**src/rtl/bsg_mem_sched_pkg.sv**
```systemverilog
// Shared types for the 2r1w read scheduler: grant record and round-robin wrap helper.
package bsg_mem_sched_pkg;

   // Wide enough for the largest supported requester count (16).
   localparam int max_id_width_gp = 4;

   typedef struct packed {
      logic                       v;
      logic [max_id_width_gp-1:0] id;
   } grant_s;

   function automatic logic [max_id_width_gp-1:0] wrap_inc
     (input logic [max_id_width_gp-1:0] id, input int unsigned n);
      if (int'(id) >= int'(n) - 1)
         return '0;
      return id + 1'b1;
   endfunction

endpackage

```
**src/rtl/bsg_mem_2r1w_sync_sched_if.sv**
```systemverilog
// Requester-side read bus of the 2r1w scheduler: requests in, yumi and responses out.
interface bsg_mem_2r1w_sync_sched_if #(
   parameter int width_p      = 32,
   parameter int addr_width_p = 5,
   parameter int num_req_p    = 4
);
   logic [num_req_p-1:0]                   req_v_i;
   logic [num_req_p-1:0][addr_width_p-1:0] req_addr_i;
   logic [num_req_p-1:0]                   req_yumi_o;
   logic [num_req_p-1:0]                   resp_v_o;
   logic [num_req_p-1:0][width_p-1:0]      resp_data_o;

   modport master (output req_v_i, req_addr_i,
                   input  req_yumi_o, resp_v_o, resp_data_o);
   modport slave  (input  req_v_i, req_addr_i,
                   output req_yumi_o, resp_v_o, resp_data_o);
endinterface

```
**src/rtl/bsg_arb_rr_pick2.sv**
```systemverilog
// Combinational round-robin picker: first two eligible requesters starting at ptr_i.
module bsg_arb_rr_pick2
   import bsg_mem_sched_pkg::*;
#(
   parameter int num_req_p = 4
)(
   input  logic [num_req_p-1:0]       elig_i,
   input  logic [max_id_width_gp-1:0] ptr_i,
   output grant_s                     grant0_o,
   output grant_s                     grant1_o
);

   always_comb begin
      int     idx;
      grant_s g0, g1;
      g0  = '0;
      g1  = '0;
      idx = 0;
      for (int i = 0; i < num_req_p; i++) begin
         idx = int'(ptr_i) + i;
         if (idx >= num_req_p)
            idx = idx - num_req_p;
         if (elig_i[idx]) begin
            if (!g0.v) begin
               g0.v  = 1'b1;
               g0.id = max_id_width_gp'(idx);
            end else if (!g1.v) begin
               g1.v  = 1'b1;
               g1.id = max_id_width_gp'(idx);
            end
         end
      end
      grant0_o = g0;
      grant1_o = g1;
   end

endmodule

```
**src/rtl/bsg_mem_2r1w_sync_sched.sv**
```systemverilog
// Read scheduler / write-port owner for one 2r1w sync memory (no read-same-addr-as-write).
// Optional BSG_MEM_SCHED_WRITE_BYPASS_EN: conflicting reads are served from the write data.
module bsg_mem_2r1w_sync_sched
   import bsg_mem_sched_pkg::*;
#(
   parameter int width_p   = 32,
   parameter int els_p     = 32,
   parameter int num_req_p = 4,
   localparam int addr_width_lp = (els_p > 1) ? $clog2(els_p) : 1,
   localparam int id_width_lp   = (num_req_p > 1) ? $clog2(num_req_p) : 1
)(
   input  logic                     clk_i,
   input  logic                     reset_n_i,
   bsg_mem_2r1w_sync_sched_if.slave rd_if,
   input  logic                     w_v_i,
   input  logic [addr_width_lp-1:0] w_addr_i,
   input  logic [width_p-1:0]       w_data_i,
   output logic                     mem_w_v_o,
   output logic [addr_width_lp-1:0] mem_w_addr_o,
   output logic [width_p-1:0]       mem_w_data_o,
   output logic                     mem_r0_v_o,
   output logic [addr_width_lp-1:0] mem_r0_addr_o,
   output logic                     mem_r1_v_o,
   output logic [addr_width_lp-1:0] mem_r1_addr_o,
   input  logic [width_p-1:0]       mem_r0_data_i,
   input  logic [width_p-1:0]       mem_r1_data_i
);

   logic [num_req_p-1:0]       hit, elig;
   logic [max_id_width_gp-1:0] rr_ptr, rr_ptr_n;
   grant_s                     g0, g1, r0_q, r1_q;
   logic                       byp0, byp1;

   assign mem_w_v_o    = w_v_i & reset_n_i;
   assign mem_w_addr_o = w_addr_i;
   assign mem_w_data_o = w_data_i;

   always_comb begin
      hit = '0;
      for (int k = 0; k < num_req_p; k++)
         hit[k] = w_v_i && (rd_if.req_addr_i[k] == w_addr_i);
   end

   // Gating with reset keeps every grant, strobe and yumi low while in reset.
`ifdef BSG_MEM_SCHED_WRITE_BYPASS_EN
   assign elig = rd_if.req_v_i & {num_req_p{reset_n_i}};
`else
   assign elig = rd_if.req_v_i & ~hit & {num_req_p{reset_n_i}};
`endif

   bsg_arb_rr_pick2 #(.num_req_p(num_req_p)) u_pick (
      .elig_i   (elig),
      .ptr_i    (rr_ptr),
      .grant0_o (g0),
      .grant1_o (g1)
   );

   // Decode grants by comparison so ids never index narrower vectors.
   always_comb begin
      rd_if.req_yumi_o = '0;
      mem_r0_addr_o    = '0;
      mem_r1_addr_o    = '0;
      byp0             = 1'b0;
      byp1             = 1'b0;
      for (int k = 0; k < num_req_p; k++) begin
         if (g0.v && g0.id == max_id_width_gp'(k)) begin
            rd_if.req_yumi_o[k] = 1'b1;
            mem_r0_addr_o       = rd_if.req_addr_i[k];
            byp0                = hit[k];
         end
         if (g1.v && g1.id == max_id_width_gp'(k)) begin
            rd_if.req_yumi_o[k] = 1'b1;
            mem_r1_addr_o       = rd_if.req_addr_i[k];
            byp1                = hit[k];
         end
      end
   end

`ifdef BSG_MEM_SCHED_WRITE_BYPASS_EN
   assign mem_r0_v_o = g0.v & ~byp0;
   assign mem_r1_v_o = g1.v & ~byp1;
`else
   // Conflicting requesters are never eligible, so hit is irrelevant here.
   assign mem_r0_v_o = g0.v;
   assign mem_r1_v_o = g1.v;
   logic unused_byp;
   assign unused_byp = byp0 | byp1;
`endif

   always_comb begin
      rr_ptr_n = rr_ptr;
      if (g1.v)
         rr_ptr_n = wrap_inc(g1.id, num_req_p);
      else if (g0.v)
         rr_ptr_n = wrap_inc(g0.id, num_req_p);
   end

   always_ff @(posedge clk_i or negedge reset_n_i) begin
      if (!reset_n_i) begin
         rr_ptr <= '0;
         r0_q   <= '0;
         r1_q   <= '0;
      end else begin
         rr_ptr <= rr_ptr_n;
         r0_q   <= g0;
         r1_q   <= g1;
      end
   end

`ifdef BSG_MEM_SCHED_WRITE_BYPASS_EN
   logic               r0_byp_q, r1_byp_q;
   logic [width_p-1:0] w_data_q;

   always_ff @(posedge clk_i or negedge reset_n_i) begin
      if (!reset_n_i) begin
         r0_byp_q <= 1'b0;
         r1_byp_q <= 1'b0;
         w_data_q <= '0;
      end else begin
         r0_byp_q <= g0.v & byp0;
         r1_byp_q <= g1.v & byp1;
         w_data_q <= w_data_i;
      end
   end

   wire [width_p-1:0] r0_data = r0_byp_q ? w_data_q : mem_r0_data_i;
   wire [width_p-1:0] r1_data = r1_byp_q ? w_data_q : mem_r1_data_i;
`else
   wire [width_p-1:0] r0_data = mem_r0_data_i;
   wire [width_p-1:0] r1_data = mem_r1_data_i;
`endif

   always_comb begin
      rd_if.resp_v_o    = '0;
      rd_if.resp_data_o = '0;
      for (int k = 0; k < num_req_p; k++) begin
         if (r0_q.v && r0_q.id == max_id_width_gp'(k)) begin
            rd_if.resp_v_o[k]    = 1'b1;
            rd_if.resp_data_o[k] = r0_data;
         end
         if (r1_q.v && r1_q.id == max_id_width_gp'(k)) begin
            rd_if.resp_v_o[k]    = 1'b1;
            rd_if.resp_data_o[k] = r1_data;
         end
      end
   end

`ifndef SYNTHESIS
   // Only meaningful when els_p leaves unused address codes.
   if (els_p < (1 << addr_width_lp)) begin : g_range_chk
      always_ff @(posedge clk_i) begin
         if (reset_n_i) begin
            if (w_v_i)
               assert (w_addr_i < addr_width_lp'(els_p))
                  else $error("write address out of range");
            for (int k = 0; k < num_req_p; k++)
               if (rd_if.req_v_i[k])
                  assert (rd_if.req_addr_i[k] < addr_width_lp'(els_p))
                     else $error("read address out of range");
         end
      end
   end
`endif

endmodule

```
**src/flat_wrapper.sv**
```systemverilog
// flat-port wrapper written by rule: the top's interface ports become plain ports
module bsg_mem_2r1w_sync_sched_flat import bsg_mem_sched_pkg::*;
#(
   parameter int width_p   = 32,
   parameter int els_p     = 32,
   parameter int num_req_p = 4,
   localparam int addr_width_lp = (els_p > 1) ? $clog2(els_p) : 1,
   localparam int id_width_lp   = (num_req_p > 1) ? $clog2(num_req_p) : 1
)
  (clk_i, reset_n_i, w_v_i, w_addr_i, w_data_i, mem_w_v_o, mem_w_addr_o, mem_w_data_o, mem_r0_v_o, mem_r0_addr_o, mem_r1_v_o, mem_r1_addr_o, mem_r0_data_i, mem_r1_data_i, rd_if_req_v_i, rd_if_req_addr_i, rd_if_req_yumi_o, rd_if_resp_v_o, rd_if_resp_data_o);
  bsg_mem_2r1w_sync_sched_if #(.width_p(width_p), .addr_width_p(5), .num_req_p(num_req_p)) rd_if_i ();
  input  logic clk_i;
  input  logic reset_n_i;
  input  logic w_v_i;
  input  logic [addr_width_lp-1:0] w_addr_i;
  input  logic [width_p-1:0] w_data_i;
  output logic mem_w_v_o;
  output logic [addr_width_lp-1:0] mem_w_addr_o;
  output logic [width_p-1:0] mem_w_data_o;
  output logic mem_r0_v_o;
  output logic [addr_width_lp-1:0] mem_r0_addr_o;
  output logic mem_r1_v_o;
  output logic [addr_width_lp-1:0] mem_r1_addr_o;
  input  logic [width_p-1:0] mem_r0_data_i;
  input  logic [width_p-1:0] mem_r1_data_i;
  input wire logic [$bits(rd_if_i.req_v_i)-1:0] rd_if_req_v_i;
  input wire logic [$bits(rd_if_i.req_addr_i)-1:0] rd_if_req_addr_i;
  output wire logic [$bits(rd_if_i.req_yumi_o)-1:0] rd_if_req_yumi_o;
  output wire logic [$bits(rd_if_i.resp_v_o)-1:0] rd_if_resp_v_o;
  output wire logic [$bits(rd_if_i.resp_data_o)-1:0] rd_if_resp_data_o;
  assign rd_if_i.req_v_i = rd_if_req_v_i;
  assign rd_if_i.req_addr_i = rd_if_req_addr_i;
  assign rd_if_req_yumi_o = rd_if_i.req_yumi_o;
  assign rd_if_resp_v_o = rd_if_i.resp_v_o;
  assign rd_if_resp_data_o = rd_if_i.resp_data_o;
  bsg_mem_2r1w_sync_sched #(.width_p(width_p), .els_p(els_p), .num_req_p(num_req_p)) u_core (.clk_i(clk_i), .reset_n_i(reset_n_i), .rd_if(rd_if_i), .w_v_i(w_v_i), .w_addr_i(w_addr_i), .w_data_i(w_data_i), .mem_w_v_o(mem_w_v_o), .mem_w_addr_o(mem_w_addr_o), .mem_w_data_o(mem_w_data_o), .mem_r0_v_o(mem_r0_v_o), .mem_r0_addr_o(mem_r0_addr_o), .mem_r1_v_o(mem_r1_v_o), .mem_r1_addr_o(mem_r1_addr_o), .mem_r0_data_i(mem_r0_data_i), .mem_r1_data_i(mem_r1_data_i));
endmodule
```
**config.mk**
```make
export PLATFORM = sky130hd
export DESIGN_NAME = bsg_mem_2r1w_sync_sched_flat
export DESIGN_NICKNAME = d
export VERILOG_FILES = /design/src/rtl/bsg_mem_sched_pkg.sv /design/src/rtl/bsg_mem_2r1w_sync_sched_if.sv /design/src/rtl/bsg_arb_rr_pick2.sv /design/src/rtl/bsg_mem_2r1w_sync_sched.sv /design/src/flat_wrapper.sv
export SDC_FILE = /design/constraint.sdc
export NUM_CORES = 1
export LEC_CHECK = 0
export BUFFER_PORTS_ARGS = -buffer_cell sky130_fd_sc_hd__buf_2
export CORE_MARGIN = 4
export CORE_UTILIZATION = 30
export CTS_CLUSTER_SIZE = 24
export DETAILED_ROUTE_END_ITERATION = 8
export PLACE_DENSITY = 0.59
export SLEW_MARGIN = 20
export SYNTH_ARGS = -nofsm -noshare
export SYNTH_HDL_FRONTEND = slang
export SYNTH_HIERARCHICAL = 1
export SYNTH_SLANG_ARGS = --single-unit
```
**constraint.sdc**
```tcl
create_clock -name clk_i -period 13.6 [get_ports clk_i]
set_clock_uncertainty 0.1 [all_clocks]
set_input_delay 1.36 -clock clk_i [delete_from_list [all_inputs] [get_ports clk_i]]
set_output_delay 1.36 -clock clk_i [all_outputs]
set_load 0.01 [all_outputs]
```
==> impl_metrics.csv <==
group,metric,value,unit
global_routing,grt_util_all_layers,19.0,%
synth,synth-edff-count,0,
synth,ys_seq_area_share,6.76,%
worst_hold_path,hold_path_class,"reg -> reg",
sta,setup_repair_after_global_routing_missed_its_margin,"no",
floorplan,io_pins,314,
drt,drt_first_iter_violations,444,
synth,post_synth_instance_area,5180,sq um
sta,worst_slew_margin,34.5,%
worst_hold_path,holdPathStages,1,
drt,post_drt_wl_per_cell,18.4,um
outcome,status,"finished clean",
sta,tightest_slew,982,ps
global_routing,grt_antenna_before_repair,1,
setup_path,worstSetupPathType,"in -> out",
clock_tree,clock_latency,240,ps
flow_run,max_cap_violations,0,
setup_path,worst-endpoint-arrival,5740,ps
setup_path,crit_top_cell,"sky130_fd_sc_hd__buf_2",
synth,yosysTopAreaCellShare,26.3,%
worst_hold_path,hp-start,"u_core/rr_ptr[3]",
setup_path,endpoint_kind,"primary output",
clock_tree,cts_tree,"done",
floorplan,floorplan.initialDensity,30.9,%
setup_path,critical_path.max_fanout,17,
cells_and_area,utilization,37.7,%
floorplan,core_area,16800,sq um
synth,netlist.top_cell.by_area,"sky130_fd_sc_hd__mux2_2",
synth,synth_fa_ha_area_share,6.03,%
drt,drt-pass1-iter-count,5,
sta,setup-violations-final,0,
synth,post_synthesis_net_count,834,
clock_tree,cts_max_path_buffers,2,
setup_path,reg2reg_from,"u_core/rr_ptr[1]",
clock_tree,ctsHtreeMaxLevel,1,
synth,synth_xor_area_share,5.41,%
sta,maxSlewViolCount,0,
setup_path,kind_of_cell_with_the_highest_combined_delay_on_the_critical_path,"compound AO/OA/AOI/OAI gates",
clock_tree,cts_buffers,3,
sta,max_freq,139,MHz
floorplan,rows,47,
clock_tree,post_cts_resized,0,
setup_path,critical-path-max-stage-delay,720,ps
synth,postSynth.topFlopCell,"sky130_fd_sc_hd__dfrtp_1",
worst_hold_path,holdPathEnd,"u_core/rr_ptr[3]",
pwr,power.static_leakage,0.00334,uW
cells_and_area,final_instance_count_excl_fillers,1068,
floorplan,floorplan.die_area,19500,sq um
synth,synth_cell_types,60,
synth,ys_ff_latch,14,
setup_path,r2r-end,"u_core/rr_ptr[0]",
sta,fin_crit,7200,ps
clock_tree,clock-root-buffer,"sky130_fd_sc_hd__clkbuf_16",
pwr,p_per_area,184,nW/um^2
placed_design,dpl.cell_count,1063,
floorplan,dieHeight,139,um
clock_tree,cts_setup_buffers,0,
cells_and_area,share_of_final_layout_standard_cells_stronger_than_drive_strength_1,47.6,%
drt,drt.antenna.violating_nets,0,
synth,synth-compound-area-share,12.5,%
clock_tree,cts.sink_count,14,
placed_design,place_congestion,0.888,
synth,dominant_combinational_cell_family_by_area_after_synthesis,"multiplexers",
pwr,ir_worst_vdd,0.137,mV
floorplan,width_of_the_chip,139,um
drt,route.detailed.vias_per_inst,5.31,
cells_and_area,fin_nets,1001,
global_routing,grt_pass1_vias,5446,
setup_path,critical_path.n_buffers_inverters,3,
setup_path,worst_r2r_setup_slack,8950,ps
sta,totalNegativeSetupSlack,0,ps
placed_design,post_dp_cell_area,6220,sq um
sta,layout_worst_path_cycle_share,53.0,%
setup_path,crit_chain,"buf_2, xor2_1, nor4_1, a31oi_1, mux4_2, or2_1, o31ai_2, o21ai_1, a2111oi_2, inv_1, ha_1, nand3b_1, a221o_1, a21oi_1, buf_2",
placed_design,buffer_ports.inserted,249,
setup_path,rr_worst_depth,10,
clock_tree,postCtsHoldBufs,0,
global_routing,grt_first_pass_wirelength,30900,um
synth,netlist_top_cells_area,"sky130_fd_sc_hd__mux2_2 26%, sky130_fd_sc_hd__dfrtp_1 6.8%, sky130_fd_sc_hd__ha_1 6.0%, sky130_fd_sc_hd__nor2_1 5.6%, sky130_fd_sc_hd__buf_4 5.4%",
cells_and_area,design_area,6320,sq um
synth,yosysWarnings,6,
drt,dr_total_vias,5671,
global_routing,grt_overflow,0,
drt,totalWireLength,19700,um
synth,synthMuxAreaShare,30.1,%
setup_path,required,12140,ps
synth,ys_async_sr_fraction,100,%
sta,finalHoldViolations,0,
setup_path,worst_path_max_delay_cell,"sky130_fd_sc_hd__mux4_2",
clock_tree,clk_transition_reported_paths,50,ps
setup_path,crit_path_start_kind,"input port",
synth,synth_simple_gate_area_share,26.6,%
placed_design,detailedPlacementHpwl,14600,um
drt,drc,0,
global_routing,largest_net_degree_at_the_start_of_global_routing,68,
cells_and_area,area_delta_synth_final,21.8,%
synth,synth_area_per_cell,7.61,sq um
synth,synth_cells,681,
-- stage by stage --
step / setup WS, ps / power, uW / hold WS [ps]
detailed placement: 6460 / 1100 / 533
finish: 6400 / 1160 / 548
CTS: 6440 / 1160 / 556
global placement: 6590 / 1090 / 525
floorplan: 7270 / 798 / 457
global route: 5960 / 1270 / 599
-- worst reg2reg max path: cells and delay by family (launching register included) --
family	cells	cell delay, ps
simple gates	2	500
mux	1	570
fa+ha+maj	2	1240
compound gates	4	1210
flops	1	720
buf+inv	1	190
-- sequential cells by signal, indices dropped and copies added (netlist names) --
signal	flops
u_core/rr_ptr	4
u_core/r0_q	5
u_core/r1_q	5
-- cell type report --
type	instances	area, sq um
fillers	1783	10400
inverters	23	86.3
diodes	1	2.50
repair buffers	258	1310
well taps	220	275
flip-flops and latches	14	352
multi-input cells	548	4200
clock buffers	4	88.8
-- how the worst max path moves through the flow --
| stage | startpoint | end | slack (ps) | depth (start not counted) |
|---|---|---|---|---|
| after global routing | reset_n_i | mem_r1_addr_o[3] | 5960 | 16 |
| after detailed placement | w_addr_i[2] | mem_r1_addr_o[3] | 6460 | 17 |
| after global placement | w_addr_i[3] | mem_r1_addr_o[0] | 6590 | 17 |
| final | w_addr_i[3] | mem_r1_addr_o[4] | 6400 | 15 |
| after floorplan | rd_if_req_addr_i[18] | mem_r1_addr_o[0] | 7270 | 17 |
| after CTS | w_addr_i[2] | mem_r1_addr_o[3] | 6440 | 17 |
-- where the power goes --
group          switching, uW  internal, uW  total [uW]
Sequential              15.2          57.0        72.3
Combinational            612           413        1030
Clock                   17.7          44.6        62.3
-- cell families after synthesis --
logic type / count (synthesis)
muxes: 136
buffers and inverters: 119
AOI/OAI and AO/OA: 95
and+or+nand+nor: 260
adders and majority gates: 25
DFF: 14
xor gates and xnor gates: 32
-- layer usage --
metal / GRT usage, % / vias up / routed length (um)
li1: - / 2714 / -
met1: 25.2 / 2677 / 8290
met2: 32.4 / 264 / 9310
met3: 3.60 / 16 / 1790
met4: 3.24 / 0 / 290
met5: 0 / - / 0
-- cells in the final DEF (no fill, tap or decap), types with 2 or more instances in the layout --
cell	synthesis	routed
sky130_fd_sc_hd__dfrtp_1	14	13
sky130_fd_sc_hd__a22o_1	7	7
sky130_fd_sc_hd__a21o_1	2	2
sky130_fd_sc_hd__o22ai_1	2	2
sky130_fd_sc_hd__nor4_1	5	5
sky130_fd_sc_hd__clkbuf_16	0	3
sky130_fd_sc_hd__mux4_2	3	3
sky130_fd_sc_hd__nand3_1	6	5
sky130_fd_sc_hd__a221o_1	12	12
sky130_fd_sc_hd__or2_2	2	2
sky130_fd_sc_hd__nand3b_1	12	12
sky130_fd_sc_hd__buf_2	5	249
sky130_fd_sc_hd__xor2_1	18	18
sky130_fd_sc_hd__mux2i_1	4	4
sky130_fd_sc_hd__mux2_1	8	8
sky130_fd_sc_hd__or3b_2	3	3
sky130_fd_sc_hd__buf_4	37	9
sky130_fd_sc_hd__a31oi_1	9	9
sky130_fd_sc_hd__nor2_1	78	78
sky130_fd_sc_hd__ha_1	25	25
sky130_fd_sc_hd__and2_1	3	3
sky130_fd_sc_hd__nand2b_1	6	6
sky130_fd_sc_hd__a21oi_1	33	33
sky130_fd_sc_hd__and3_1	32	32
sky130_fd_sc_hd__a221oi_1	4	4
sky130_fd_sc_hd__nor3_1	6	6
sky130_fd_sc_hd__o21ai_0	13	13
sky130_fd_sc_hd__inv_1	22	22
sky130_fd_sc_hd__nand2_1	60	60
sky130_fd_sc_hd__xnor2_1	14	14
sky130_fd_sc_hd__nor3b_1	35	35
sky130_fd_sc_hd__mux2_2	121	121
-- cells in the mapped netlist (9+ instances only) --
master,n
sky130_fd_sc_hd__and3_1,32
sky130_fd_sc_hd__nor2_1,78
sky130_fd_sc_hd__dfrtp_1,14
sky130_fd_sc_hd__a221o_1,12
sky130_fd_sc_hd__nand2_1,60
sky130_fd_sc_hd__o21ai_0,13
sky130_fd_sc_hd__a31oi_1,9
sky130_fd_sc_hd__a21oi_1,33
sky130_fd_sc_hd__mux2_2,121
sky130_fd_sc_hd__buf_4,37
sky130_fd_sc_hd__ha_1,25
sky130_fd_sc_hd__xor2_1,18
sky130_fd_sc_hd__nor3b_1,35
sky130_fd_sc_hd__inv_1,22
sky130_fd_sc_hd__clkbuf_1,43
sky130_fd_sc_hd__nand3b_1,12
sky130_fd_sc_hd__xnor2_1,14
No activity file was read; power rests on OpenSTA's default activity.
